## src/rtl/alu_mul_ctrl_if.sv

```systemverilog
`default_nettype none
// ============================================================================
//  Module   : alu_mul_ctrl_if
//  Purpose  : Request/result and shared-ALU signals of the multiply sequencer.
//             The slave modport is the sequencer. The master modport is the
//             issue logic plus the ALU that returns aluResult.
//             The optional ovf signal exists only when ALU_MUL_OVF_EN is
//             defined.
//  Revision : 1.0  initial release
// ============================================================================
interface alu_mul_ctrl_if #(
    parameter int WIDTH = 64
);
    logic             start;
    logic [WIDTH-1:0] mcand;
    logic [WIDTH-1:0] mplier;
    logic             busy;
    logic             done;
    logic [WIDTH-1:0] product;
    logic [2:0]       aluOP;
    logic [WIDTH-1:0] aluA;
    logic [WIDTH-1:0] aluB;
    logic [WIDTH-1:0] aluResult;
`ifdef ALU_MUL_OVF_EN
    logic             ovf;

    modport slave (
        input  start, mcand, mplier, aluResult,
        output busy, done, product, aluOP, aluA, aluB, ovf
    );
    modport master (
        output start, mcand, mplier, aluResult,
        input  busy, done, product, aluOP, aluA, aluB, ovf
    );
`else
    modport slave (
        input  start, mcand, mplier, aluResult,
        output busy, done, product, aluOP, aluA, aluB
    );
    modport master (
        output start, mcand, mplier, aluResult,
        input  busy, done, product, aluOP, aluA, aluB
    );
`endif
endinterface
`default_nettype wire

```

## src/rtl/alu_mul_ctrl.sv

```systemverilog
`default_nettype none
// ============================================================================
//  Module   : alu_mul_ctrl
//  Purpose  : Shift-and-add multiply sequencer. It borrows the shared ALU for
//             its add and shift steps and returns the low WIDTH bits of
//             mcand*mplier.
//             Optional macro ALU_MUL_OVF_EN adds a sticky unsigned overflow
//             flag, bus.ovf.
//  Revision : 1.0  initial release
// ============================================================================
module alu_mul_ctrl #(
    parameter int WIDTH     = 64,
    parameter int SHAMT_LSB = 10
) (
    input  logic          clk,
    input  logic          rst_n,
    alu_mul_ctrl_if.slave bus
);
    localparam logic [2:0]       c_op_add    = 3'b000;
    localparam logic [2:0]       c_op_lsl    = 3'b101;
    // ALU operand B that encodes a left shift of exactly one bit.
    localparam logic [WIDTH-1:0] c_shift_one = {{(WIDTH-1){1'b0}}, 1'b1} << SHAMT_LSB;

    typedef enum logic [1:0] {
        S_IDLE  = 2'd0,
        S_ADD   = 2'd1,
        S_SHIFT = 2'd2,
        S_DONE  = 2'd3
    } state_t;

    state_t           r_state;
    state_t           w_state_nxt;
    logic [WIDTH-1:0] r_acc;
    logic [WIDTH-1:0] r_mc;
    logic [WIDTH-1:0] r_mp;
    logic [WIDTH-1:0] r_product;
    logic [WIDTH-1:0] w_mp_shr;

    // The multiplier after the shift that is in progress. Once this is zero, no
    // further partial products remain.
    assign w_mp_shr = r_mp >> 1;

    // State register
    always_ff @(posedge clk or negedge rst_n) begin
        if (!rst_n) begin
            r_state <= S_IDLE;
        end else begin
            r_state <= w_state_nxt;
        end
    end

    // Next-state decode. A multiplier bit that is set costs an ADD plus a
    // SHIFT. A clear bit costs only a SHIFT.
    always_comb begin
        w_state_nxt = r_state;
        case (r_state)
            S_IDLE: begin
                if (bus.start) begin
                    if (bus.mplier == '0)   w_state_nxt = S_DONE;
                    else if (bus.mplier[0]) w_state_nxt = S_ADD;
                    else                    w_state_nxt = S_SHIFT;
                end
            end
            S_ADD:   w_state_nxt = S_SHIFT;
            S_SHIFT: begin
                if (w_mp_shr == '0)   w_state_nxt = S_DONE;
                else if (w_mp_shr[0]) w_state_nxt = S_ADD;
                else                  w_state_nxt = S_SHIFT;
            end
            S_DONE:  w_state_nxt = S_IDLE;
            default: w_state_nxt = S_IDLE;
        endcase
    end

    // Shared-ALU drive. In IDLE and DONE this is the idle drive: an add of
    // zeros.
    always_comb begin
        bus.aluOP = c_op_add;
        bus.aluA  = '0;
        bus.aluB  = '0;
        case (r_state)
            S_ADD: begin
                bus.aluOP = c_op_add;
                bus.aluA  = r_acc;
                bus.aluB  = r_mc;
            end
            S_SHIFT: begin
                bus.aluOP = c_op_lsl;
                bus.aluA  = r_mc;
                bus.aluB  = c_shift_one;
            end
            default: ;
        endcase
    end

    // Datapath. Operands are captured on an accepted start and then stepped
    // using the ALU result. product is loaded on the edge that enters DONE.
    always_ff @(posedge clk or negedge rst_n) begin
        if (!rst_n) begin
            r_acc     <= '0;
            r_mc      <= '0;
            r_mp      <= '0;
            r_product <= '0;
        end else begin
            case (r_state)
                S_IDLE: begin
                    if (bus.start) begin
                        r_acc <= '0;
                        r_mc  <= bus.mcand;
                        r_mp  <= bus.mplier;
                        if (bus.mplier == '0) r_product <= '0;
                    end
                end
                S_ADD:   r_acc <= bus.aluResult;
                S_SHIFT: begin
                    r_mc <= bus.aluResult;
                    r_mp <= w_mp_shr;
                    if (w_mp_shr == '0) r_product <= r_acc;
                end
                default: ;
            endcase
        end
    end

`ifdef ALU_MUL_OVF_EN
    logic r_ovf;

    // Sticky unsigned overflow. It is set by a carry out of an ADD, or by a
    // shift that drops a set MSB while later partial products still remain.
    always_ff @(posedge clk or negedge rst_n) begin
        if (!rst_n) begin
            r_ovf <= 1'b0;
        end else begin
            case (r_state)
                S_IDLE:  if (bus.start) r_ovf <= 1'b0;
                S_ADD:   if (bus.aluResult < r_acc) r_ovf <= 1'b1;
                S_SHIFT: if (r_mc[WIDTH-1] && (w_mp_shr != '0)) r_ovf <= 1'b1;
                default: ;
            endcase
        end
    end

    assign bus.ovf = r_ovf;
`endif

    assign bus.busy    = (r_state != S_IDLE);
    assign bus.done    = (r_state == S_DONE);
    assign bus.product = r_product;

endmodule
`default_nettype wire

```

## src/flat_wrapper.sv

```systemverilog
// flat-port wrapper written by rule: the top's interface ports become plain ports
module alu_mul_ctrl_flat 
#(
    parameter int WIDTH     = 64,
    parameter int SHAMT_LSB = 10
)
  (clk, rst_n, bus_start, bus_mcand, bus_mplier, bus_aluResult, bus_busy, bus_done, bus_product, bus_aluOP, bus_aluA, bus_aluB);
  alu_mul_ctrl_if #(.WIDTH(WIDTH)) bus_i ();
  input  logic clk;
  input  logic rst_n;
  input wire logic [$bits(bus_i.start)-1:0] bus_start;
  input wire logic [$bits(bus_i.mcand)-1:0] bus_mcand;
  input wire logic [$bits(bus_i.mplier)-1:0] bus_mplier;
  input wire logic [$bits(bus_i.aluResult)-1:0] bus_aluResult;
  output wire logic [$bits(bus_i.busy)-1:0] bus_busy;
  output wire logic [$bits(bus_i.done)-1:0] bus_done;
  output wire logic [$bits(bus_i.product)-1:0] bus_product;
  output wire logic [$bits(bus_i.aluOP)-1:0] bus_aluOP;
  output wire logic [$bits(bus_i.aluA)-1:0] bus_aluA;
  output wire logic [$bits(bus_i.aluB)-1:0] bus_aluB;
  assign bus_i.start = bus_start;
  assign bus_i.mcand = bus_mcand;
  assign bus_i.mplier = bus_mplier;
  assign bus_i.aluResult = bus_aluResult;
  assign bus_busy = bus_i.busy;
  assign bus_done = bus_i.done;
  assign bus_product = bus_i.product;
  assign bus_aluOP = bus_i.aluOP;
  assign bus_aluA = bus_i.aluA;
  assign bus_aluB = bus_i.aluB;
  alu_mul_ctrl #(.WIDTH(WIDTH), .SHAMT_LSB(SHAMT_LSB)) u_core (.clk(clk), .rst_n(rst_n), .bus(bus_i));
endmodule
```

## config.mk

```make
export PLATFORM = sky130hd
export DESIGN_NAME = alu_mul_ctrl_flat
export DESIGN_NICKNAME = d
export VERILOG_FILES = /design/src/rtl/alu_mul_ctrl_if.sv /design/src/rtl/alu_mul_ctrl.sv /design/src/flat_wrapper.sv
export SDC_FILE = /design/constraint.sdc
export NUM_CORES = 1
export LEC_CHECK = 0
export BUFFER_PORTS_ARGS = -buffer_cell sky130_fd_sc_hd__buf_4
export CAP_MARGIN = 20
export CORE_MARGIN = 2
export CORE_UTILIZATION = 55
export CTS_CLUSTER_DIAMETER = 40
export DETAILED_ROUTE_END_ITERATION = 8
export HOLD_SLACK_MARGIN = 0.15
export MAX_ROUTING_LAYER = met4
export PLACE_DENSITY_LB_ADDON = 0.12
export SYNTH_ARGS = -nofsm -noshare
export SYNTH_HDL_FRONTEND = slang
export SYNTH_SLANG_ARGS = --single-unit
```

## constraint.sdc

```tcl
create_clock -name clk -period 3 [get_ports clk]
set_input_delay 0.3 -clock clk [delete_from_list [all_inputs] [get_ports clk]]
set_output_delay 0.3 -clock clk [all_outputs]
set_load 0.05 [all_outputs]
```

## After elaboration in Yosys (flattened, before gate mapping)

Index checks and enable logic that the tools add are counted.

- Output and inout bits: 197
- Logic and storage cells: 39
- Register bits: 258
- Bits of input ports: 195

- Reduce and logical (&&, ||, !) cells: 9
- Muxes and demuxes: 19
- Equal/unequal tests: 6

Operators with widths:

| operator | count |
|---|---|
| 64-bit one-hot mux with 2 select lines | 6 |
| 64-bit two-way mux | 6 |
| 64-bit zero test | 2 |
| 2-bit two-way mux | 5 |
| 2-bit one-hot mux with 4 select lines | 1 |
| 2-bit nonzero test | 3 |
| 2-bit == test (second input constant) | 2 |
| 2-bit by 1-bit inequality test with 1-bit output (second input constant) | 2 |
| 2-bit AND reduction | 2 |
| 4-bit AND reduction | 1 |
| 3-bit two-way mux | 1 |
| 2-bit by 1-bit == test with 1-bit output (second input constant) | 1 |
| 2-bit zero test | 1 |
| 2-bit inequality test (second input constant) | 1 |

## Depth between registers and ports, before layout

Gate-level depths: netlist of the first run.

- Depth in word-level cells: 4
- Gate-level depth with buffers: 10
- Mapped depth without buffers: 6

## Least setup slack after synthesis of the first run

OpenSTA, ideal clock, no wires.

- Path type: register -> output
- Start point: reg u_core.r_state[0]
- End point: out bus_aluA[10]
- Stages on the path, launching flop included: 8
- Data arrival time: 2.384 ns
- Data required time: 2.700 ns
- Buffers on the path: 3
- Slack: 0.316 ns
- Cells stage by stage: dfrtp_1 -> inv_1 -> ha_1 -> clkbuf_1 -> and2_1 -> clkbuf_1 -> buf_1 -> a22o_1

- Longest elaborated chain between the ends: 2
- Elaborated cells between the ends (all ways): 3
- Classes of those cells: 2 x eq/ne; 1 x mux

RTL lines:

| what | line | RTL |
|---|---|---|
| start, declared | alu_mul_ctrl.sv:31 | `state_t r_state;` |
| start signal, assigned | alu_mul_ctrl.sv:48 | `r_state <= w_state_nxt;` |
| 2-bit == test / 2-bit by 1-bit == test with 1-bit output (equally long branches) | alu_mul_ctrl.sv:81 | `case (r_state)` |
| 64-bit one-hot mux with 2 select lines (*) | alu_mul_ctrl.sv:81 |  |
| end, declared | flat_wrapper.sv:19 | `output wire logic [$bits(bus_i.aluA)-1:0] bus_aluA;` |

Mark *: on every way between the ends. The rest lies on a longest branch, timed or not.

## Final worst setup path of the first run

- Start point: reg u_core.r_state[0]
- End point: out bus_aluA[45]

The elaborated chain is that of the path after synthesis.

==> results of run 1 <==
-- timing repair --
item | CTS | global route
hold endpoints to repair | 287 | 0
setup endpoints to repair | 7 | 48
hold buffers | 184 | 0
gates resized for setup | 1 | 2
-- worst max path at each step --
| stage | start | end | depth (start not counted) |
|---|---|---|---|
| after floorplan | u_core.r_state[0] | bus_aluA[10] | 7 |
| after global placement | bus_mplier[29] | u_core.bus.product[29] | 8 |
| after detailed placement | bus_mplier[58] | u_core.bus.product[44] | 8 |
| after CTS | u_core.r_state[1] | bus_aluA[13] | 7 |
| after global routing | u_core.r_state[1] | bus_aluA[51] | 6 |
| final | u_core.r_state[0] | bus_aluA[45] | 6 |
-- stage by stage --
step	util, %	power, mW	hold slack, ns	cells
floorplan	-	13.9	0.00441	1206
global placement	70.5	17.1	0.427	1786
detailed placement	70.5	17.4	0.421	1786
CTS	84.7	22.1	0.151	2033
global route	84.8	23.6	0.162	2038
finish	84.8	22.6	0.153	2039
-- synth_stat cells, types with 2 or more instances --
library cell and instances:
buf_4 2, and3_1 63, nand4_1 8, a21oi_1 2, and2_1 2, nor2b_1 2, buf_1 9, nand2_1 192
o21ai_1 60, nor4_1 32, clkbuf_1 86, buf_6 7, inv_1 5, a22o_1 128, buf_2 11, mux2i_1 127
a31oi_1 2, ha_1 4, o21ai_0 196, dfrtp_1 257
-- cell usage in the layout, fill, tap and decap left out, types with 8 or more instances in the layout --
master	netlist	routed
o21ai_1	60	60
mux2i_1	127	126
a22o_1	128	128
nand2_1	192	192
nor4_1	32	32
dfrtp_1	257	257
o21ai_0	196	196
dlygate4sd3_1	0	184
buf_12	0	10
and3_1	63	63
clkbuf_16	0	37
nand4_1	8	8
buf_4	2	404
-- where the power goes --
group | internal [mW] | switching [mW]
Combinational | 3.77 | 7.89
Sequential | 5.10 | 1.37
Clock | 2.77 | 1.69
-- kinds of logic (layout without fill, tap and decap cells) --
logic type	count (synthesis)	in the layout	synth area share, %
compound gates	393	393	20.3
simple gates	304	304	11.7
flops	257	257	52.8
mux	127	127	10.4
buf+inv	120	667	4.31
fa+ha+maj	4	4	0.411
other cells	1	7	0.0308
-- state kept, by name, summed over array words and instances, names as in the netlist --
register and flops:
u_core.r_state 2, u_core.bus.product 64, u_core.r_mp 63, u_core.r_mc 64, u_core.r_acc 64
-- tightest hold or removal path: cells and delay by family --
| family | cells | cell delay (ns) |
|---|---|---|
| mux | 1 | 0.07 |
| buf+inv | 1 | 0.08 |
| compound gates | 1 | 0.17 |
-- final cells by class --
cell class / count / share of cell area [%]
flip-flops and latches: 257 / 34.8
diodes: 6 / 0.0814
repair buffers: 599 / 27.6
clock buffers: 39 / 5.17
multi-input cells: 829 / 28.7
inverters: 5 / 0.102
well taps: 280 / 1.90
clock inverters: 24 / 1.64
-- metal layers --
metal / track usage [%] / vias to the layer above / wire length (um)
met5: - / - / 0
met4: 22.4 / 0 / 2860
met3: 9.27 / 204 / 4690
met2: 62.1 / 900 / 21800
met1: 47.4 / 6016 / 16500
li1: - / 5431 / -
==> impl_metrics.json, run 1 <==
{
  "grt_usage_pct": 39.6,
  "cp_max_fo": 25,
  "crit_required_ns": 2.70,
  "ios": 392,
  "fmax_ghz": 0.346,
  "crit_family": "buffers and inverters",
  "cts_tree": "done",
  "portBuffers": 390,
  "synth_edf_count": 0,
  "min_period_ns": 2.89,
  "place_ws_ns": 0.373,
  "skew_ns": 0.0226,
  "clock_sinks": 257,
  "gp_congestion": 0.901,
  "drt_iter0_drc": 1147,
  "critPathLaunchType": "register",
  "drc_errors": 0,
  "design.die.area_mm2": 0.0233,
  "clk_pin_slew_ns": 0.06,
  "drv_slew": 0,
  "relSlewSlack_pct": 44.8,
  "timing.rr.end": "u_core.bus.product[43]",
  "synth_flop_cell": "dfrtp_1",
  "fin_area_mm2": 0.0185,
  "placed_area_mm2": 0.0153,
  "min_from": "bus_mplier[54]",
  "syn_inst": 1206,
  "avgSynthCellArea_um2": 10.1,
  "initial_core_util_pct": 55.9,
  "yosysWarnings": 0,
  "h-tree-depth": 2,
  "synth_area_leaders": "dfrtp_1, mux2i_1, a22o_1",
  "grt_pass1_vias": 12800,
  "dieHeight_um": 153,
  "path_class": "reg2out",
  "core_area_mm2": 0.0218,
  "hold_viol_final": 0,
  "cp_slowest_cell": "and2_2",
  "setup_viol": 0,
  "vias": 12600,
  "synth_nets": 1405,
  "grt_overflow": 0,
  "syn_area_mm2": 0.0122,
  "rows": 54,
  "rsz0062_at_grt": "no",
  "max_stage_delay_ns": 0.52,
  "cts_buffers": 37,
  "max-cap-violations": 0,
  "synth_top_cell_area_share_pct": 52.8,
  "vias_per_cell": 6.16,
  "final.setup.tns_ns": 0,
  "worstHoldPathType": "in2reg",
  "antenna_found_initial": 5,
  "clockBufferDepth": 3,
  "worst_slew_pin_slew_ns": 0.828,
  "leakagePower_nw": 8.96,
  "cp.arrival_ns": 2.59,
  "ys_seq_area_share_pct": 52.8,
  "cts_root_buffer": "clkbuf_16",
  "final_layout_size_suffix_gt1_share_pct": 28.0,
  "ir_worst_vdd_uv": 1220,
  "area_delta_synth_final_pct": 51.6,
  "regArea_mm2": 0.00643,
  "nets": 1928,
  "synth-seq-cells": 257,
  "antenna_left": 0,
  "setup_slack_ns": 0.110,
  "reg2reg_slack_ns": 0.36,
  "crit_path_end_kind": "output port",
  "holdPathEnd": "u_core.r_mp[54]",
  "hpwl_um": 25900,
  "yosysUniqueCellTypes": 31,
  "path_cells": "inv_1 -> ha_2 -> and2_2 -> buf_12 -> a22o_1 -> buf_4",
  "first_pass_iters": 5,
  "insertion_delay_ns": 0.52,
  "worst_r2r_path_depth": 8,
  "synth_top_cell_by_area": "dfrtp_1",
  "powerDensity_mw_per_mm2": 1220,
  "whs_path_depth": 3,
  "die_x_um": 153,
  "r2r-start": "u_core.r_mp[29]",
  "status": "finished, final reports clean",
  "drt-total-wl_um": 45900,
  "grt_max_degree": 139,
  "async_flop_share_pct": 100,
  "critPathBufInv": 3,
  "post_cts_buffers": 0,
  "routedWlPerCell_um": 22.5,
  "fill_cells": 1125,
  "grt_pass1_wl_um": 71200,
  "finalCritPeriodShare_pct": 96.3,
  "multiInputGateArea_mm2": 0.00529
}
(Power assumes the default switching activity.)
==> inputs of run 2 (changes only) <==
--- a/config.mk
+++ b/config.mk
@@ -7,8 +7,11 @@
 export LEC_CHECK = 0
 export BUFFER_PORTS_ARGS = -buffer_cell sky130_fd_sc_hd__buf_4
 export CAP_MARGIN = 20
+export CELL_PAD_IN_SITES_DETAIL_PLACEMENT = 1
+export CELL_PAD_IN_SITES_GLOBAL_PLACEMENT = 1
+export CORE_ASPECT_RATIO = 1.4
 export CORE_MARGIN = 2
-export CORE_UTILIZATION = 55
+export CORE_UTILIZATION = 42
 export CTS_CLUSTER_DIAMETER = 40
 export DETAILED_ROUTE_END_ITERATION = 8
 export HOLD_SLACK_MARGIN = 0.15
==> run 2 against run 1 <==
Against the previous run:
- flip-flop and latch count unchanged
- fmax shrank 0.67%
- routed wire length grew 20%
- global-route usage shrank 3.3 points
- register-to-register slack better by 0.02 ns
- utilization down 20 points
- via count is 0.31% lower
- final area grew 0.75%
- count of clock-buffer cells in the layout increased by 7
- clock skew down 0.0077 ns
- hold slack gained 0.0081 ns
- combinational power grew 3%
- critical endpoint is now bus_aluA[22]
==> impl_metrics.json, run 2 (same netlist as run 1, synthesis figures left out) <==
{
  "status": "finished, final reports clean",
  "insertion_delay_ns": 0.51,
  "area_delta_synth_final_pct": 52.8,
  "cp_max_fo": 24,
  "max_stage_delay_ns": 0.43,
  "critPathLaunchType": "register",
  "fmax_ghz": 0.344,
  "clock_sinks": 257,
  "grt_usage_pct": 36.4,
  "grt_pass1_vias": 13800,
  "path_class": "reg2out",
  "route.met2.wl_um": 28300,
  "design.die.area_mm2": 0.0304,
  "gp_congestion": 0.886,
  "r2r-start": "u_core.r_mp[30]",
  "clockBufferDepth": 3,
  "skew_ns": 0.0149,
  "min_from": "bus_mplier[7]",
  "finalCritPeriodShare_pct": 97.0,
  "leakagePower_nw": 8.98,
  "cts_buffers": 34,
  "rows": 73,
  "drt-met1-wl_um": 19900,
  "highest_layer": "met4",
  "cp_slowest_cell": "ha_2",
  "portBuffers": 390,
  "vias_per_cell": 5.85,
  "die_x_um": 148,
  "hpwl_um": 31200,
  "place_ws_ns": 0.236,
  "nets": 1931,
  "drt_iter0_drc": 728,
  "cp.arrival_ns": 2.61,
  "antenna_left": 0,
  "drv_slew": 0,
  "initial_core_util_pct": 42.7,
  "grt_max_degree": 175,
  "cp-startpoint": "u_core.r_state[0]",
  "crit_path_end_kind": "output port",
  "routedWlPerCell_um": 25.8,
  "power_frac_comb_pct": 52.7,
  "max-cap-violations": 0,
  "p_clk_share_pct": 19.1,
  "cts_tree": "done",
  "dr_wl_met3_um": 3200,
  "critPathBufInv": 4,
  "worst_slew_pin_slew_ns": 0.972,
  "relSlewSlack_pct": 35.2,
  "path_cells": "inv_1 -> ha_2 -> buf_12 -> and2_4 -> bufbuf_16 -> a22o_1 -> buf_4",
  "core_area_mm2": 0.0285,
  "hold_viol_final": 0,
  "ir_worst_vdd_uv": 746,
  "final_common_cell": "buf_4",
  "clk_pin_slew_ns": 0.05,
  "final.setup.tns_ns": 0,
  "crit_family": "buffers and inverters",
  "ios": 392,
  "min_period_ns": 2.91,
  "setup_viol": 0,
  "drt-total-wl_um": 55200,
  "drc_errors": 0,
  "worstHoldPathType": "in2reg",
  "h-tree-depth": 2,
  "mostFrequentLayoutCells": "buf_4, dfrtp_1, o21ai_0",
  "first_pass_iters": 5,
  "dieHeight_um": 205,
  "power.internal_mw": 11.8,
  "swShare_pct": 49.0,
  "seq_power_share_pct": 28.3,
  "vias": 12500,
  "antenna_found_initial": 6,
  "cts_root_buffer": "clkbuf_16",
  "power.net_switching_mw": 11.3,
  "grt_pass1_wl_um": 82300,
  "crit_required_ns": 2.70,
  "powerDensity_mw_per_mm2": 1240,
  "rsz0062_at_grt": "no",
  "grt_overflow": 0,
  "setup_slack_ns": 0.0906,
  "final_layout_size_suffix_gt1_share_pct": 28.0
}
==> run 2: cell count changes in the layout (fill, tap and decap cells not counted), moves of 2 or more <==
cell	previous run	this run
and2_4	0	2
buf_4	404	412
clkinv_4	5	2
and2_2	2	0
clkbuf_8	2	4
clkbuf_1	0	5
inv_6	6	2
buf_12	10	7
==> run 2: path summary, 6_finish.rpt <==
path,endpoint,slack [ns],cells past startpoint
max,bus_aluA[22],0.09,7
min,u_core.r_mp[7],0.16,3
max reg2reg,u_core.bus.product[10],0.38,8
min reg2reg,u_core.r_mc[52],0.51,2
max in group asynchronous,u_core.r_mc[38],1.75,3
min in group asynchronous,u_core.bus.product[9],0.42,2
==> run 2: area by class of cell <==
type | instances | area, um^2
Multi-Input combinational cell | 829 | 5300
Fill cell | 3055 | 9900
Clock inverter | 15 | 223
Inverter | 5 | 18.8
Timing Repair Buffer | 605 | 5140
Sequential cell | 257 | 6430
Clock buffer | 46 | 1000
Tap cell | 375 | 469
Antenna cell | 7 | 17.5
==> run 2: worst reg2reg max path, stage by stage (launching register included) <==
cell     delay (ns)
dfrtp_1        0.41
nor4_1         0.36
nand4_1        0.26
nor4_1         0.37
buf_4          0.19
nor2b_4        0.04
buf_4          0.30
o21ai_0        0.41
o21ai_1        0.13
==> run 2: layer usage <==
metal | GRT usage, % | up-vias
met1 | 38.7 | 6296
met2 | 62.8 | 591
met4 | 22.1 | 0
met5 | - | -
met3 | 6.74 | 194
li1 | - | 5431
==> run 2: repair_timing <==
item | in CTS | in global routing
hold buffers | 183 | 0
gates cloned | 1 | 1
setup buffers | 0 | 0
gates resized for setup | 4 | 2
hold endpoints to repair | 271 | 0
setup endpoints to repair | 65 | 39
==> run 2: power groups by stage <==
stage                     combinational, mW  sequential, mW  clock (mW)
final                                  12.1            6.51        4.39
after global routing                   12.8            6.66        4.58
after CTS                              11.8            6.35        4.42
after detailed placement               11.4            6.37           0
after global placement                 11.1            6.30           0
after floorplan                        6.58            7.30           0
==> run 2: metrics by stage <==
stage | instance area, um^2 | power [mW] | instances | util, % | hold slack [ns]
finish | 18600 | 23.0 | 2139 | 65.2 | 0.161
detailed placement | 15400 | 17.8 | 1886 | 54.2 | 0.389
CTS | 18500 | 22.5 | 2131 | 65.1 | 0.157
global placement | 15400 | 17.4 | 1886 | 54.2 | 0.395
global route | 18600 | 24.0 | 2138 | 65.2 | 0.159
floorplan | 12200 | 13.9 | 1206 | - | 0.00441
